## config.mk

```make
export PLATFORM = sky130hd
export DESIGN_NAME = rom_port_arbiter_flat
export DESIGN_NICKNAME = d
export VERILOG_FILES = /design/src/rtl/rom_arb_pkg.sv /design/src/rtl/rom_port_arbiter_if.sv /design/src/rtl/rom_port_arbiter.sv /design/src/flat_wrapper.sv
export SDC_FILE = /design/constraint.sdc
export NUM_CORES = 1
export LEC_CHECK = 0
export CELL_PAD_IN_SITES_DETAIL_PLACEMENT = 0
export CELL_PAD_IN_SITES_GLOBAL_PLACEMENT = 2
export CORE_MARGIN = 1.5
export CORE_UTILIZATION = 34
export CTS_BUF_LIST = sky130_fd_sc_hd__clkbuf_16
export DETAILED_ROUTE_END_ITERATION = 6
export DONT_BUFFER_PORTS = 1
export PLACE_DENSITY_LB_ADDON = 0.1
export SKIP_CTS_REPAIR_TIMING = 1
export SLEW_MARGIN = 10
export SYNTH_ARGS = -nofsm -noshare
export SYNTH_HDL_FRONTEND = slang
export SYNTH_SLANG_ARGS = --single-unit
```

## constraint.sdc

```tcl
create_clock -name clk -period 3.5 [get_ports clk]
set_clock_uncertainty 0.15 [all_clocks]
set_input_delay 0.35 -clock clk [delete_from_list [all_inputs] [get_ports clk]]
set_output_delay 0.35 -clock clk [all_outputs]
set_load 0.02 [all_outputs]
```

## src/rtl/rom_arb_pkg.sv

```systemverilog
// Shared types and constants for the ROM read-port arbiter.
// Covers the priority state, the default starvation limit, error data and ROM index width.
package rom_arb_pkg;

    typedef enum logic {
        PRIO_LS = 1'b0,
        PRIO_IF = 1'b1
    } prio_t;

    localparam int          STARVE_MAX_DEF = 4;
    localparam logic [31:0] ERR_DATA       = 32'h0000_0000;
    localparam int          ROM_IDX_W      = 6;
    localparam int          ROM_WORDS_DEF  = 1 << ROM_IDX_W;

endpackage

```

## src/rtl/rom_port_arbiter_if.sv

```systemverilog
// Fetch, load/store and ROM-side signals of the shared instruction ROM read port.
// The arbiter takes the slave side; the fetch/LSU/ROM environment takes the master side.
interface rom_port_arbiter_if;
    logic        if_req;
    logic [31:0] if_addr;
    logic        if_gnt;
    logic        if_rvalid;
    logic [31:0] if_rdata;
    logic        if_err;

    logic        ls_req;
    logic [31:0] ls_addr;
    logic        ls_gnt;
    logic        ls_rvalid;
    logic [31:0] ls_rdata;
    logic        ls_err;

    logic [31:0] rom_addr;
    logic [31:0] rom_data;

    modport slave (
        input  if_req, if_addr, ls_req, ls_addr, rom_data,
        output if_gnt, if_rvalid, if_rdata, if_err,
        output ls_gnt, ls_rvalid, ls_rdata, ls_err, rom_addr
    );

    modport master (
        output if_req, if_addr, ls_req, ls_addr, rom_data,
        input  if_gnt, if_rvalid, if_rdata, if_err,
        input  ls_gnt, ls_rvalid, ls_rdata, ls_err, rom_addr
    );
endinterface

```

## src/rtl/rom_port_arbiter.sv

```systemverilog
// Shares the combinational instruction ROM read port between instruction fetch and the LSU.
// One access per cycle; the response is registered and returned one cycle later.
//
//   state   | meaning
//   --------+-----------------------------------------------
//   PRIO_LS | load/store wins a conflict (reset state)
//   PRIO_IF | fetch wins a conflict, until fetch is granted
module rom_port_arbiter
    import rom_arb_pkg::*;
#(
    parameter int ROM_WORDS  = ROM_WORDS_DEF,
    parameter int STARVE_MAX = STARVE_MAX_DEF
) (
    input  logic               clk,
    input  logic               reset_n,
    rom_port_arbiter_if.slave  bus
);

    localparam int              SW         = $clog2(STARVE_MAX + 1);
    localparam logic [SW-1:0]   STARVE_TOP = SW'(STARVE_MAX);
    localparam logic [31:0]     ADDR_LIMIT = 32'(ROM_WORDS * 4);

    prio_t          prio;
    logic [SW-1:0]  starve;
    logic [SW-1:0]  starve_nxt;
    logic           owner;
    logic           rvalid_q;
    logic           err_q;
    logic [31:0]    data_q;

    logic           if_win;
    logic           ls_win;
    logic           any_gnt;
    logic           acc_err;
    logic [31:0]    acc_addr;

    // Grants are gated by reset_n so nothing is accepted while reset is held.
    always_comb begin
        if_win     = reset_n & bus.if_req & (~bus.ls_req | (prio == PRIO_IF));
        ls_win     = reset_n & bus.ls_req & (~bus.if_req | (prio == PRIO_LS));
        any_gnt    = if_win | ls_win;
        acc_addr   = if_win ? bus.if_addr : (ls_win ? bus.ls_addr : 32'h0);
        acc_err    = (acc_addr[1:0] != 2'b00) | (acc_addr >= ADDR_LIMIT);
        starve_nxt = starve;
        if (if_win) begin
            starve_nxt = '0;
        end else if (bus.if_req && (starve != STARVE_TOP)) begin
            starve_nxt = starve + 1'b1;
        end
    end

    assign bus.if_gnt    = if_win;
    assign bus.ls_gnt    = ls_win;
    assign bus.rom_addr  = acc_addr;
    assign bus.if_rvalid = rvalid_q & ~owner;
    assign bus.ls_rvalid = rvalid_q & owner;
    assign bus.if_rdata  = data_q;
    assign bus.ls_rdata  = data_q;
    assign bus.if_err    = err_q;
    assign bus.ls_err    = err_q;

    always_ff @(posedge clk or negedge reset_n) begin
        if (!reset_n) begin
            prio     <= PRIO_LS;
            starve   <= '0;
            owner    <= 1'b0;
            rvalid_q <= 1'b0;
            err_q    <= 1'b0;
            data_q   <= 32'h0;
        end else begin
            rvalid_q <= any_gnt;
            starve   <= starve_nxt;
            if (any_gnt) begin
                owner  <= ls_win;
                err_q  <= acc_err;
                data_q <= acc_err ? ERR_DATA : bus.rom_data;
            end
            // Priority flips in the same edge the counter saturates, so the very next conflict goes to fetch.
            case (prio)
                PRIO_LS: if (starve_nxt == STARVE_TOP) prio <= PRIO_IF;
                PRIO_IF: if (if_win) prio <= PRIO_LS;
                default: prio <= PRIO_LS;
            endcase
        end
    end

endmodule

```

## src/flat_wrapper.sv

```systemverilog
// flat-port wrapper written by rule: the top's interface ports become plain ports
module rom_port_arbiter_flat import rom_arb_pkg::*;
#(
    parameter int ROM_WORDS  = ROM_WORDS_DEF,
    parameter int STARVE_MAX = STARVE_MAX_DEF
)
  (clk, reset_n, bus_if_req, bus_if_addr, bus_ls_req, bus_ls_addr, bus_rom_data, bus_if_gnt, bus_if_rvalid, bus_if_rdata, bus_if_err, bus_ls_gnt, bus_ls_rvalid, bus_ls_rdata, bus_ls_err, bus_rom_addr);
  rom_port_arbiter_if bus_i ();
  input  logic clk;
  input  logic reset_n;
  input wire logic [$bits(bus_i.if_req)-1:0] bus_if_req;
  input wire logic [$bits(bus_i.if_addr)-1:0] bus_if_addr;
  input wire logic [$bits(bus_i.ls_req)-1:0] bus_ls_req;
  input wire logic [$bits(bus_i.ls_addr)-1:0] bus_ls_addr;
  input wire logic [$bits(bus_i.rom_data)-1:0] bus_rom_data;
  output wire logic [$bits(bus_i.if_gnt)-1:0] bus_if_gnt;
  output wire logic [$bits(bus_i.if_rvalid)-1:0] bus_if_rvalid;
  output wire logic [$bits(bus_i.if_rdata)-1:0] bus_if_rdata;
  output wire logic [$bits(bus_i.if_err)-1:0] bus_if_err;
  output wire logic [$bits(bus_i.ls_gnt)-1:0] bus_ls_gnt;
  output wire logic [$bits(bus_i.ls_rvalid)-1:0] bus_ls_rvalid;
  output wire logic [$bits(bus_i.ls_rdata)-1:0] bus_ls_rdata;
  output wire logic [$bits(bus_i.ls_err)-1:0] bus_ls_err;
  output wire logic [$bits(bus_i.rom_addr)-1:0] bus_rom_addr;
  assign bus_i.if_req = bus_if_req;
  assign bus_i.if_addr = bus_if_addr;
  assign bus_i.ls_req = bus_ls_req;
  assign bus_i.ls_addr = bus_ls_addr;
  assign bus_i.rom_data = bus_rom_data;
  assign bus_if_gnt = bus_i.if_gnt;
  assign bus_if_rvalid = bus_i.if_rvalid;
  assign bus_if_rdata = bus_i.if_rdata;
  assign bus_if_err = bus_i.if_err;
  assign bus_ls_gnt = bus_i.ls_gnt;
  assign bus_ls_rvalid = bus_i.ls_rvalid;
  assign bus_ls_rdata = bus_i.ls_rdata;
  assign bus_ls_err = bus_i.ls_err;
  assign bus_rom_addr = bus_i.rom_addr;
  rom_port_arbiter #(.ROM_WORDS(ROM_WORDS), .STARVE_MAX(STARVE_MAX)) u_core (.clk(clk), .reset_n(reset_n), .bus(bus_i));
endmodule
```

==> flow_summary.ini <==
[worst_setup_path]
max_stage_delay_ns = 0.52
crit_path_end_kind = flip-flop
crit_slowest_cell = nand4_2
crit_required_ns = 3.51
startpoint_type = flip-flop
cp_max_fo = 19
rrSetupSlack_ns = 0.94
path_cells = nor2b_1 -> o32ai_1 -> a211oi_2 -> nand4_2 -> buf_12 -> o21a_1
crit_arrival_ns = 2.58
r2r.worst_path.cells = 6
path_class = reg -> reg

[grt]
grt_max_degree = 50
busiest_layer = met2
track_usage_pct = 14.2
use_met3_pct = 4.66
grt_first_pass_wirelength_um = 8370
antenna_found_initial = 0
grt_pass1_vias = 1697
grtUsageMet1_pct = 16.0
grt.overflow.total = 0
grt_use_met2_pct = 25.1

[timing]
tightest_slew_ns = 0.917
finalCriticalPeriod_ns = 2.56
tns_ns = 0
fin_hold_ws_ns = 0.0508
rsz0062_at_grt = no
hold_viol_final = 0
slew_headroom_pct = 38.6
slew_violations = 0
post-route-period-util_pct = 73.2
fmax_mhz = 390
finalSetupViolCount = 0

[floorplan]
ioPinCount = 202
dieArea_mm2 = 0.00779
coreArea_mm2 = 0.00691
die_h_um = 88.3
floorplan.rows = 30
start_util_pct = 35.8
die_w_um = 88.3

[place]
routabilityCongestion = 0.720
hpwl_um = 4480
port_buffers = 0

[synthesis]
synthArstFlopShare_pct = 100
synthCells = 275
synth_area_mm2 = 0.00247
synthTopCellsByArea = dfrtp_1 39%, buf_4 10%, o21ai_2 10%
synth_top_area_share_pct = 39.5
synth.distinct_cells = 37
synth_warnings = 0
synth_top_cell_by_area = dfrtp_1
synth-edff-count = 0
syn_area_per_cell_um2 = 8.99
synthFlopType = dfrtp_1
synth_seq_cells = 39
syn-num-nets = 377
ys_seq_area_share_pct = 39.5

[cts]
cts_buffer_depth = 2
cts_max_level = 2
clkSlewWorstSetupHoldPaths_ns = 0.06
clkSinkCount = 39
root_buffer = clkbuf_16
cts_tree = yes
cts_made_buffers = 5
clock_latency_ns = 0.28

[routing]
drt-initial-drc-count = 61
first_pass_iters = 4
wl_per_cell_um = 17.5
final_antenna_net_count = 0
avgViaCountPerCell = 5.26
num_vias = 1790
route.detailed.drc = 0
wl_um = 5950

[final_layout]
antenna_cells = 0
area_delta_synth_final_pct = 1.37
fin_nets = 345
drive_gt1_share_pct = 20.9
fin_util_pct = 36.3

[pwr]
fin_total_pwr_w = 0.00130
ir_drop_v = 0.000193
p_leak_nw = 1.22
p_per_area_mw_per_mm2 = 519

[hold_path]
min_delay_path_depth = 2
hold_class = in -> reg

[outcome]
status = complete, no violations

[job]
drv_cap = 0
==> worst max-delay path, delay by kind of cell (launching register included) <==
family                 cells  cell delay, ns
flip-flops                 1            0.41
AND/OR/NAND/NOR            2            0.81
AO/OA/AOI/OAI              3            0.68
buffers and inverters      1            0.38
==> cells by family after synthesis <==
| logic type | after synthesis | share of synthesized area, % |
|---|---|---|
| compound gates | 79 | 27.4 |
| fa+ha+maj | 2 | 1.01 |
| flops | 39 | 39.5 |
| buf+inv | 85 | 19.2 |
| simple gates | 69 | 12.5 |
| xor+xnor | 1 | 0.354 |
==> through the flow <==
| step | instance area (µm²) | setup slack (ns) | instances |
|---|---|---|---|
| final | 2500 | 0.939 | 340 |
| after global routing | 2500 | 0.745 | 340 |
| after CTS | 2470 | 0.902 | 338 |
| after detailed placement | 2330 | 0.929 | 330 |
| after global placement | 2330 | 0.930 | 330 |
| after floorplan | 2470 | 1.40 | 275 |
==> area by class of cell <==
| class | instances | area [µm²] |
|---|---|---|
| inverters | 38 | 143 |
| clock buffers | 5 | 125 |
| well taps | 96 | 120 |
| clock inverters | 3 | 16.3 |
| multi-input cells | 151 | 1030 |
| fillers | 730 | 4400 |
| repair buffers | 8 | 95.1 |
| flip-flops and latches | 39 | 976 |
==> cell usage in the layout (no fill, tap or decap), types with 2 or more instances in the layout <==
master	synthesis	final
nand2_1	41	41
dfrtp_1	39	39
inv_1	37	38
o21ai_2	29	30
a22o_1	26	26
nor2_1	11	9
nor4_1	9	9
clkbuf_16	0	5
buf_4	34	5
a32oi_1	3	3
o21ai_0	3	3
nor2b_1	2	2
nor2_2	0	2
o32ai_1	2	2
a21boi_0	2	2
and2_1	2	2
a21oi_1	2	2
ha_1	2	2
==> where the power goes <==
| part | internal (W) | leakage, nW | switching (W) |
|---|---|---|---|
| registers | 0.000491 | 0.528 | 0.0000831 |
| logic | 0.000102 | 0.619 | 0.000190 |
| clock network | 0.000260 | 0.0710 | 0.000174 |
==> Yosys cell counts (2+ instances only) <==
master	instances
buf_4	34
a21boi_0	2
nor2b_1	2
nand2_1	41
dfrtp_1	39
ha_1	2
nor4_1	9
nor2_1	11
and2_1	2
inv_1	37
a32oi_1	3
a21oi_1	2
o21ai_0	3
a22o_1	26
buf_2	4
buf_6	3
o32ai_1	2
clkbuf_1	6
o21ai_2	29
==> worst paths after layout <==
path                                  start                 endpoint
max                             u_core.prio        u_core.bus.if_err
min reg2reg                    u_core.owner             u_core.owner
max in group asynchronous           reset_n   u_core.bus.if_rdata[6]
max reg2reg                     u_core.prio        u_core.bus.if_err
min                        bus_rom_data[23]  u_core.bus.if_rdata[23]
min in group asynchronous           reset_n  u_core.bus.if_rdata[10]
==> flip-flops by register name, summed over array words and instances, names as in the netlist <==
register,flops
u_core.starve,3
u_core.bus.if_rdata,32
u_core.prio,1
u_core.rvalid_q,1
u_core.bus.if_err,1
u_core.owner,1
==> metal layers <==
layer,share of wire [%],vias up
met1,38,842
li1,-,833
met2,53,108
met4,0.84,0
met5,0,-
met3,8.5,7
No activity file was read; power rests on OpenSTA's default activity.
